==> config.mk <==
export PLATFORM = sky130hd
export DESIGN_NAME = fsm_bist_ctrl
export DESIGN_NICKNAME = d
export VERILOG_FILES = /design/src/rtl/fsm_bist_pkg.sv /design/src/rtl/bist_lfsr16.sv /design/src/rtl/fsm_bist_ctrl.sv
export SDC_FILE = /design/constraint.sdc
export NUM_CORES = 1
export LEC_CHECK = 0
export BUFFER_PORTS_ARGS = -buffer_cell sky130_fd_sc_hd__buf_2
export CORE_MARGIN = 2
export CORE_UTILIZATION = 35
export CTS_BUF_LIST = sky130_fd_sc_hd__clkbuf_16
export DETAILED_ROUTE_END_ITERATION = 6
export SYNTH_ARGS = -nofsm -noshare
export SYNTH_HDL_FRONTEND = slang
export SYNTH_SLANG_ARGS = --single-unit
==> constraint.sdc <==
create_clock -name clk -period 2.4 [get_ports clk]
set_clock_uncertainty 0.05 [all_clocks]
set_input_delay 0.12 -clock clk [delete_from_list [all_inputs] [get_ports clk]]
set_output_delay 0.12 -clock clk [all_outputs]
set_load 0.02 [all_outputs]
==> src/rtl/fsm_bist_pkg.sv <==
`default_nettype none
// ============================================================================
// Module      : fsm_bist_pkg
// Description : Shared types, constants and LFSR/MISR step function for the
//               BIST sequencer of the 4-bit Moore test-target FSM.
// Revision    : 1.0 - initial release
// ============================================================================
package fsm_bist_pkg;

  // Sequencer states; explicit 3-bit encoding
  typedef enum logic [2:0] {
    IDLE    = 3'd0,
    INIT    = 3'd1,
    RUN     = 3'd2,
    FLUSH   = 3'd3,
    COMPARE = 3'd4,
    DONE    = 3'd5,
    ABORT   = 3'd6
  } bist_state_e;

  // Feedback taps at bits 15, 13, 12 and 10
  localparam logic [15:0] POLY_TAPS    = 16'hB400;
  localparam logic [15:0] DEFAULT_SEED = 16'hACE1;

  // One shift of the 16-bit Fibonacci register with a 4-bit parallel input
  // folded into the low nibble (zero input gives a plain LFSR step).
  function automatic logic [15:0] lfsr16_step(input logic [15:0] cur,
                                              input logic [3:0]  din);
    return {cur[14:0], ^(cur & POLY_TAPS)} ^ {12'h000, din};
  endfunction

  // An all-zero seed would lock the LFSR, so it is replaced by the default.
  function automatic logic [15:0] effective_seed(input logic [15:0] seed);
    return (seed == 16'h0000) ? DEFAULT_SEED : seed;
  endfunction

endpackage
`default_nettype wire

==> src/rtl/bist_lfsr16.sv <==
`default_nettype none
// ============================================================================
// Module      : bist_lfsr16
// Description : 16-bit Fibonacci shift register with synchronous load and a
//               4-bit parallel input. Used both as pattern LFSR (data_in = 0)
//               and as signature MISR (load_val = 0).
// Revision    : 1.0 - initial release
// ============================================================================
module bist_lfsr16
  import fsm_bist_pkg::*;
#(
  parameter logic [15:0] RESET_VAL = 16'h0000
) (
  input  logic        clk,
  input  logic        rst_n,
  input  logic        load,
  input  logic [15:0] load_val,
  input  logic        shift_en,
  input  logic [3:0]  data_in,
  output logic [15:0] q
);

  logic [15:0] q_q;
  logic [15:0] q_d;

  // Load has priority over shift; otherwise the register holds
  always_comb begin
    q_d = q_q;
    if (load) begin
      q_d = load_val;
    end else if (shift_en) begin
      q_d = lfsr16_step(q_q, data_in);
    end
  end

  // Register with asynchronous reset to the configured value
  always_ff @(posedge clk or negedge rst_n) begin
    if (!rst_n) begin
      q_q <= RESET_VAL;
    end else begin
      q_q <= q_d;
    end
  end

  assign q = q_q;

endmodule
`default_nettype wire

==> src/rtl/fsm_bist_ctrl.sv <==
`default_nettype none
// ============================================================================
// Module      : fsm_bist_ctrl
// Description : BIST sequencer for the 4-bit Moore test target. Resets the
//               target, applies NUM_PATTERNS LFSR stimuli, compacts the
//               target state into a MISR and compares against GOLDEN_SIG.
// Revision    : 1.0 - initial release
// ============================================================================
module fsm_bist_ctrl
  import fsm_bist_pkg::*;
#(
  parameter int unsigned NUM_PATTERNS = 64,
  parameter int unsigned CNT_W        = 16,
  parameter logic [15:0] LFSR_SEED    = 16'hACE1,
  parameter logic [15:0] GOLDEN_SIG   = 16'h0000
) (
  input  logic        clk,
  input  logic        rst_n,
  input  logic        bist_req_i,
  input  logic        bist_abort_i,
  input  logic [3:0]  state_i,
  output logic [3:0]  sig_o,
  output logic        tmode_o,
  output logic        tmode_clk_en_o,
  output logic        start_bist_o,
  output logic        rst_state_o,
  output logic        busy_o,
  output logic        done_o,
  output logic        pass_o,
  output logic [15:0] signature_o
);

  localparam logic [15:0]      SEED_EFF = effective_seed(LFSR_SEED);
  localparam logic [CNT_W-1:0] LAST_CNT = CNT_W'(NUM_PATTERNS - 1);

  bist_state_e      state_q, state_d;
  logic [CNT_W-1:0] cnt_q, cnt_d;
  logic [3:0]       sig_q, sig_d;
  logic             tmode_q, tmode_d;
  logic             clk_en_q, clk_en_d;
  logic             start_q, start_d;
  logic             rst_state_q, rst_state_d;
  logic             busy_q, busy_d;
  logic             done_q, done_d;
  logic             pass_q, pass_d;

  logic [15:0]      lfsr_q;
  logic [15:0]      misr_q;
  logic [15:0]      lfsr_nxt;
  logic             lfsr_load;
  logic             lfsr_shift;
  logic             misr_clear;
  logic             misr_shift;

  // Datapath controls follow the current state
  assign lfsr_load  = (state_q == INIT);
  assign lfsr_shift = (state_q == RUN);
  assign misr_clear = (state_q == INIT);
  assign misr_shift = (state_q == RUN) || (state_q == FLUSH);

  bist_lfsr16 #(
    .RESET_VAL (SEED_EFF)
  ) u_lfsr (
    .clk      (clk),
    .rst_n    (rst_n),
    .load     (lfsr_load),
    .load_val (SEED_EFF),
    .shift_en (lfsr_shift),
    .data_in  (4'h0),
    .q        (lfsr_q)
  );

  bist_lfsr16 #(
    .RESET_VAL (16'h0000)
  ) u_misr (
    .clk      (clk),
    .rst_n    (rst_n),
    .load     (misr_clear),
    .load_val (16'h0000),
    .shift_en (misr_shift),
    .data_in  (state_i),
    .q        (misr_q)
  );

  // Next state and pattern counter; abort outranks a request everywhere
  always_comb begin
    state_d = state_q;
    cnt_d   = cnt_q;
    unique case (state_q)
      IDLE, DONE: begin
        if (bist_abort_i) begin
          state_d = IDLE;
        end else if (bist_req_i) begin
          state_d = INIT;
        end
      end
      INIT: begin
        cnt_d   = '0;
        state_d = bist_abort_i ? ABORT : RUN;
      end
      RUN: begin
        cnt_d = cnt_q + CNT_W'(1);
        if (bist_abort_i) begin
          state_d = ABORT;
        end else if (cnt_q == LAST_CNT) begin
          state_d = FLUSH;
        end
      end
      FLUSH:   state_d = bist_abort_i ? ABORT : COMPARE;
      COMPARE: state_d = bist_abort_i ? ABORT : DONE;
      ABORT:   state_d = IDLE;
      default: state_d = IDLE;
    endcase
  end

  // Outputs are decoded from the next state so they register with it
  always_comb begin
    lfsr_nxt = lfsr_q;
    if (lfsr_load) begin
      lfsr_nxt = SEED_EFF;
    end else if (lfsr_shift) begin
      lfsr_nxt = lfsr16_step(lfsr_q, 4'h0);
    end

    tmode_d     = state_d inside {INIT, RUN, FLUSH, COMPARE, ABORT};
    clk_en_d    = state_d inside {INIT, RUN, ABORT};
    start_d     = (state_d == INIT);
    rst_state_d = (state_d == ABORT);
    busy_d      = state_d inside {INIT, RUN, FLUSH, COMPARE};
    done_d      = (state_d == DONE);
    sig_d       = (state_d == RUN) ? lfsr_nxt[3:0] : 4'h0;

    // The verdict is captured leaving COMPARE and held only while in DONE
    pass_d = 1'b0;
    if (state_d == DONE) begin
      pass_d = (state_q == COMPARE) ? (misr_q == GOLDEN_SIG) : pass_q;
    end
  end

  // State, counter and registered outputs
  always_ff @(posedge clk or negedge rst_n) begin
    if (!rst_n) begin
      state_q     <= IDLE;
      cnt_q       <= '0;
      sig_q       <= 4'h0;
      tmode_q     <= 1'b0;
      clk_en_q    <= 1'b0;
      start_q     <= 1'b0;
      rst_state_q <= 1'b0;
      busy_q      <= 1'b0;
      done_q      <= 1'b0;
      pass_q      <= 1'b0;
    end else begin
      state_q     <= state_d;
      cnt_q       <= cnt_d;
      sig_q       <= sig_d;
      tmode_q     <= tmode_d;
      clk_en_q    <= clk_en_d;
      start_q     <= start_d;
      rst_state_q <= rst_state_d;
      busy_q      <= busy_d;
      done_q      <= done_d;
      pass_q      <= pass_d;
    end
  end

  assign sig_o          = sig_q;
  assign tmode_o        = tmode_q;
  assign tmode_clk_en_o = clk_en_q;
  assign start_bist_o   = start_q;
  assign rst_state_o    = rst_state_q;
  assign busy_o         = busy_q;
  assign done_o         = done_q;
  assign pass_o         = pass_q;
  assign signature_o    = misr_q;

endmodule
`default_nettype wire

==> results_dict.tcl, run 1 <==
set metrics [dict create \
    outcome "completed" \
    clk_pin_slew_worst_paths_ns 0.05 \
    ys_seq_area_share_pct 57.33 \
    grt_pass1_vias 1983 \
    r2r-end "sig_o[3]" \
    drc 0 \
    switching_share_pct 36.54 \
    cts_buffers 9 \
    regToRegSetupSlack_ns 0.30 \
    combPwrFrac_pct 35.5 \
    cts.sinks 62 \
    worst-endpoint-arrival_ns 2.22 \
    finalHoldWorstSlack_ns 0.09509 \
    critPathLaunch "state_q[0]" \
    p_leak_nw 1.519 \
    p_int_mw 2.920 \
    power_frac_seq_pct 37.4 \
    cp_data_required_time_ns 2.52 \
    worstPathMaxFanout 11 \
    die_h_um 92.22 \
    drive_above_1_share_pct 24.15 \
    grt_max_degree 34 \
    nNetsFinal 299 \
    place_congestion 0.7809 \
    period_minus_slack_ns 2.101 \
    core_um2 7647 \
    n_antenna_cell 0 \
    drv_slew 0 \
    fp.dieW_um 92.22 \
    fin_crit_sh_pct 87.55 \
    drv_cap 0 \
    final-hold-violation-count 0 \
    clock_latency_ns 0.32 \
    io_pins 35 \
    ys_warn_count 0 \
    netlist_area_um2 2724 \
    final-setup-viol-count 0 \
    cts_resized 0 \
    die_area_um2 8505 \
    ys_seq_elements 62 \
    synth.distinct_cells 45 \
    syn_area_per_cell_um2 10.94 \
    synth-edff-count 0 \
    crit_type "reg -> reg" \
    cts_root_buffer "clkbuf_16" \
    tightest_slew_ns 0.8285 \
    htreeDepth 3 \
    power_frac_clock_pct 27.0 \
    synth_flop_cell "dfrtp_1" \
    ir_worst_vdd_uv 484.9 \
    drtAntennaViolNets 0 \
    power.switching_mw 1.681 \
    numPortBuffers 34 \
    fin_setup_tns_ns 0 \
    drt_iter0_drc 149 \
    cts_setup_buffers 0 \
    ys_async_sr_fraction_pct 100.0 \
    critPathLaunchType "flip-flop" \
    routed_wl_um 5410 \
    vias 1994 \
    initial_core_util_pct 35.62 \
    critPathCapture "sig_o[3]" \
    holdBufCountCts 1 \
    rows 32 \
    rr_startpoint "state_q[0]" \
    grt_pass1_wl_um 9432 \
    rsz0062_at_grt "false" \
    wire_per_inst_um 13.66 \
    worstRegToRegCells 4 \
    first_pass_iters 4 \
    fmax_mhz 475.9 \
    slew_headroom_pct 44.56 \
    end_kind "flip-flop" \
    synthCells 249 \
    grt.total_usage_pct 14.28 \
    p_per_area_nw_per_um2 1379 \
    area_growth_pct 22.46 \
    cts_tree "yes" \
    cts_buffer_depth 2 \
    hpwl_um 3711 \
    vias_per_cell 5.035 \
    grt-ovfl-total 0 \
    hold_path_class "in -> reg" \
    antenna_found_initial 0 \
    synth_nets 259 \
]
power groups by stage:
stage	sequential, mW	combinational [mW]	clock (mW)
finish	1.72	1.64	1.24
global route	1.77	1.82	1.34
CTS	1.72	1.65	1.27
detailed placement	1.74	1.63	0
global placement	1.73	1.63	0
floorplan	1.85	1.04	0
area by class of cell:
| cell class | count | area [µm²] |
|---|---|---|
| fillers | 721 | 4312 |
| repair buffers | 43 | 252.7 |
| flip-flops and latches | 62 | 1562 |
| clock inverters | 7 | 66.31 |
| inverters | 8 | 30.03 |
| well taps | 102 | 127.6 |
| clock buffers | 9 | 225.2 |
| multi-input cells | 165 | 1072 |
layer usage:
layer	track usage, %	up-vias	share of wire (%)
met3	4.026	10	4.3
li1	-	992	-
met4	6.343	0	1.8
met5	0	-	0
met2	21.08	33	44
met1	19.55	959	49
sequential cells by signal, indices dropped and copies added (netlist names):
name,flops
cnt_q,16
u_lfsr.q,16
u_misr.q,16
sig_o,4
state_q,3
busy_o,1
done_o,1
pass_o,1
rst_state_o,1
start_bist_o,1
tmode_clk_en_o,1
tmode_o,1
worst min-delay path by stage:
stage,start,to,slack [ns],cells past startpoint
finish,state_i[1],u_misr.q[1],0.1,3
global route,state_i[1],u_misr.q[1],0.1,3
CTS,state_i[1],u_misr.q[1],0.09,3
detailed placement,rst_n,u_misr.q[4],0.14,1
global placement,rst_n,u_misr.q[4],0.14,1
floorplan,rst_n,busy_o,-0.23,0
stage by stage:
step	area, µm²	cells	power, mW	setup slack (ns)	util, %
2_1_floorplan	2724	249	2.891	0.4167	-
3_3_place_gp	3034	379	3.358	0.4610	39.68
3_5_place_dp	3034	379	3.372	0.3522	39.68
4_1_cts	3336	396	4.641	0.3198	43.62
5_1_grt	3336	396	4.934	0.04293	43.62
6_report	3336	396	4.601	0.2987	43.62
synthesized netlist by cell type (2+ instances only):
| master | number | area (µm²) |
|---|---|---|
| a22oi_1 | 2 | 15.01 |
| nor3b_1 | 4 | 30.03 |
| nor2b_1 | 3 | 18.77 |
| and3_1 | 6 | 37.54 |
| a21oi_1 | 6 | 30.03 |
| nand2_1 | 23 | 86.33 |
| nand3_1 | 7 | 35.03 |
| dfrtp_1 | 54 | 1351 |
| o22a_1 | 7 | 61.31 |
| a22o_1 | 21 | 183.9 |
| o21ai_0 | 16 | 80.08 |
| xor2_1 | 4 | 35.03 |
| nor4_1 | 6 | 37.54 |
| buf_2 | 4 | 20.02 |
| a31oi_1 | 2 | 12.51 |
| nor2_1 | 14 | 52.55 |
| dfstp_2 | 8 | 210.2 |
| nor3_1 | 4 | 20.02 |
| clkbuf_1 | 9 | 33.78 |
| inv_1 | 8 | 30.03 |
| o21ai_1 | 2 | 10.01 |
| o211ai_1 | 2 | 15.01 |
| a2111oi_0 | 3 | 26.28 |
| mux2i_1 | 3 | 30.03 |
| xnor2_1 | 6 | 52.55 |
| ha_1 | 2 | 25.02 |
| nand4_1 | 5 | 31.28 |
worst max-delay path: stages (launching register included):
cell	delay [ns]
dfrtp_1	0.48
maj3_1	0.40
a22oi_1	0.31
inv_1	0.21
a2111oi_0	0.49
placed cells by master, fill, tap and decap left out, types with 3 or more instances in the layout:
master / n
a22o_1: 21
nor3b_1: 3
dfrtp_1: 54
mux2i_1: 3
clkinvlp_4: 3
nor3_1: 4
nor2b_1: 3
buf_2: 34
dfstp_2: 8
a2111oi_0: 3
inv_1: 9
o21ai_0: 16
a21oi_1: 6
xor2_1: 4
xnor2_1: 6
clkbuf_16: 9
nand4_1: 5
nand3_1: 7
o22a_1: 7
nor4_1: 6
nand2_1: 23
and3_1: 6
buf_4: 7
nor2_1: 14
kinds of logic (layout without fill, tap and decap cells):
group	count (synthesis)	count (layout)	share of synthesized area, %
mux	3	3	1.102
flops	62	62	57.33
fa+ha+maj	3	3	1.286
simple gates	81	81	15.34
xor+xnor	10	10	3.215
buf+inv	22	67	3.491
compound gates	68	68	18.24
(Power assumes the default switching activity.)
==> run 2: changes to the inputs <==
Settings changed: ABC_AREA set to 1.
==> run 2 against run 1 <==
  * Routed wire length is 12% higher
  * Core utilization down 0.074 points
  * Clock power grew 8%
  * Cell count grew 20%
  * Critical path type unchanged
==> results_dict.tcl, run 2 <==
set metrics [dict create \
    routed_wl_um 6051 \
    cp_data_required_time_ns 2.55 \
    synthCells 324 \
    rows 33 \
    use_met2_pct 20.67 \
    synth-edff-count 0 \
    fp.dieW_um 96.72 \
    critPathLaunchType "flip-flop" \
    synth.distinct_cells 37 \
    end_kind "flip-flop" \
    htreeDepth 3 \
    slew_headroom_pct 68.89 \
    outcome "completed" \
    p_leak_nw 1.726 \
    grt-ovfl-total 0 \
    synthTopCellsByCount "54 x dfrtp_1, 43 x inv_1, 38 x nand2_1" \
    yosys.area.top_type "dfrtp_1" \
    tightest_slew_ns 0.4655 \
    initial_core_util_pct 36.44 \
    ys_seq_area_share_pct 51.89 \
    area_growth_pct 19.50 \
    final_common_cell "dfrtp_1" \
    synth_flop_cell "dfrtp_1" \
    synthMostInstantiatedCell "dfrtp_1" \
    worst-endpoint-arrival_ns 1.79 \
    cts_buffer_depth 2 \
    worstPathMaxFanout 16 \
    finalHoldWorstSlack_ns 0.07321 \
    drv_slew 0 \
    fin_util_pct 43.55 \
    synth_area_leaders "dfrtp_1 45%, dfstp_2 7.0%, inv_1 5.4%" \
    drt_iter0_drc 113 \
    vias_per_cell 4.754 \
    syn_area_per_cell_um2 9.287 \
    grt_pass1_wl_um 10630 \
    period_minus_slack_ns 1.632 \
    n_antenna_cell 0 \
    cts_buffers 9 \
    critPathMaxStageDelay_ns 0.46 \
    grt-busiest-layer "met2" \
    ys_seq_elements 62 \
    clk_pin_slew_worst_paths_ns 0.05 \
    drv_cap 0 \
    first_pass_iters 4 \
    netlist_area_um2 3009 \
    drtAntennaViolNets 0 \
    path_cells "inv_2, nand3_4, nand2_4, nand2_4, nand3_4, clkinv_4, nand3_4, nand3_2" \
    die_h_um 96.72 \
    p_per_area_nw_per_um2 1364 \
    grt_pass1_vias 2223 \
    io_pins 35 \
    drc 0 \
    mostFrequentLayoutCells "54 x dfrtp_1, 44 x inv_1, 38 x nand2_1" \
    drive_above_1_share_pct 28.11 \
    fin_crit_sh_pct 68.01 \
    fmax_mhz 612.7 \
    die_area_um2 9355 \
    synth_nets 334 \
    cts_resized 0 \
    path_common_cell "nand3_4" \
    cts.sinks 62 \
    hold_path_class "in -> reg" \
    antenna_found_initial 0 \
    wire_per_inst_um 12.74 \
    ir_worst_vdd_uv 860.3 \
    nNetsFinal 375 \
    cts_tree "yes" \
    cts_root_buffer "clkbuf_16" \
    final-setup-viol-count 0 \
    grt_max_degree 27 \
    crit_type "reg -> reg" \
    fin_setup_tns_ns 0 \
    ys_async_sr_fraction_pct 100.0 \
    core_um2 8258 \
    numPortBuffers 34 \
    place_congestion 0.8333 \
    hpwl_um 4296 \
    clock_latency_ns 0.32 \
    final-hold-violation-count 0 \
    ys_warn_count 0 \
    grt.total_usage_pct 13.94 \
    use_met1_pct 19.33 \
    yosys.area.top_type_share_pct 44.91 \
    rsz0062_at_grt "false" \
    vias 2258 \
    crit_slowest_cell "dfrtp_1" \
    use_met3_pct 3.974 \
]
-- run 2: cell count changes in the layout (fill, tap and decap cells not counted), sizes merged, moves of 5 or more --
cell,before,now
o21ai,18,23
nor2,14,45
and3,6,0
nor4,6,0
nor3,4,9
o22a,7,0
o22ai,1,17
nand2,23,48
a22o,21,0
inv,9,55
nand3,7,20
-- run 2: logic make-up after synthesis --
logic type	count (synthesis)	synth area share, %
compound gates	58	11.77
xor+xnor	10	2.911
fa+ha+maj	2	0.8315
buf+inv	63	9.189
flops	62	51.89
simple gates	129	23.41
-- run 2: final cells by class --
class / count / area (µm²)
flip-flops and latches: 62 / 1562
repair buffers: 39 / 210.2
multi-input cells: 199 / 1171
inverters: 54 / 207.7
fillers: 807 / 4662
clock buffers: 9 / 225.2
well taps: 105 / 131.4
clock inverters: 7 / 88.84
-- run 2: where the power goes --
group,switching [mW],internal [mW],total [mW]
logic,1.25,0.643,1.89
registers,0.231,1.44,1.67
clock network,0.438,0.902,1.34
-- run 2: stage by stage --
stage                     worst slack [ns]  cells  area, µm²  total power [mW]
after floorplan                     0.9888    324       3009             3.150
after detailed placement            0.7475    458       3272             3.585
after global routing                0.6364    475       3596             5.242
after CTS                           0.7426    475       3596             4.963
after global placement              0.7707    458       3272             3.553
final                               0.7678    475       3596             4.903
-- run 2: layer usage --
layer,up-vias,wire [µm]
met5,-,0
met4,0,93
met3,10,233
met2,44,2770
met1,1069,2953
li1,1135,-
-- run 2: what timing repair did --
item,in CTS,in global routing
setup buffers,0,0
hold buffers,1,0
endpoints found under the hold margin,17,0
-- run 2: worst paths after layout --
check / from / to / slack (ns) / cells after the start
worst max-delay path: state_q[2] / busy_o / 0.77 / 8
worst min-delay path: state_i[3] / u_misr.q[3] / 0.07 / 3
worst max register to register: state_q[2] / busy_o / 0.77 / 8
worst min register to register: u_lfsr.q[11] / u_lfsr.q[11] / 0.43 / 2
max in group asynchronous: rst_n / u_misr.q[3] / 1.39 / 3
min in group asynchronous: rst_n / busy_o / 0.22 / 2
-- run 2: worst max-delay path, delay by kind of cell (launching register included) --
kind          cells  cell delay (ns)
simple gates      6             0.79
buf+inv           2             0.20
flops             1             0.46
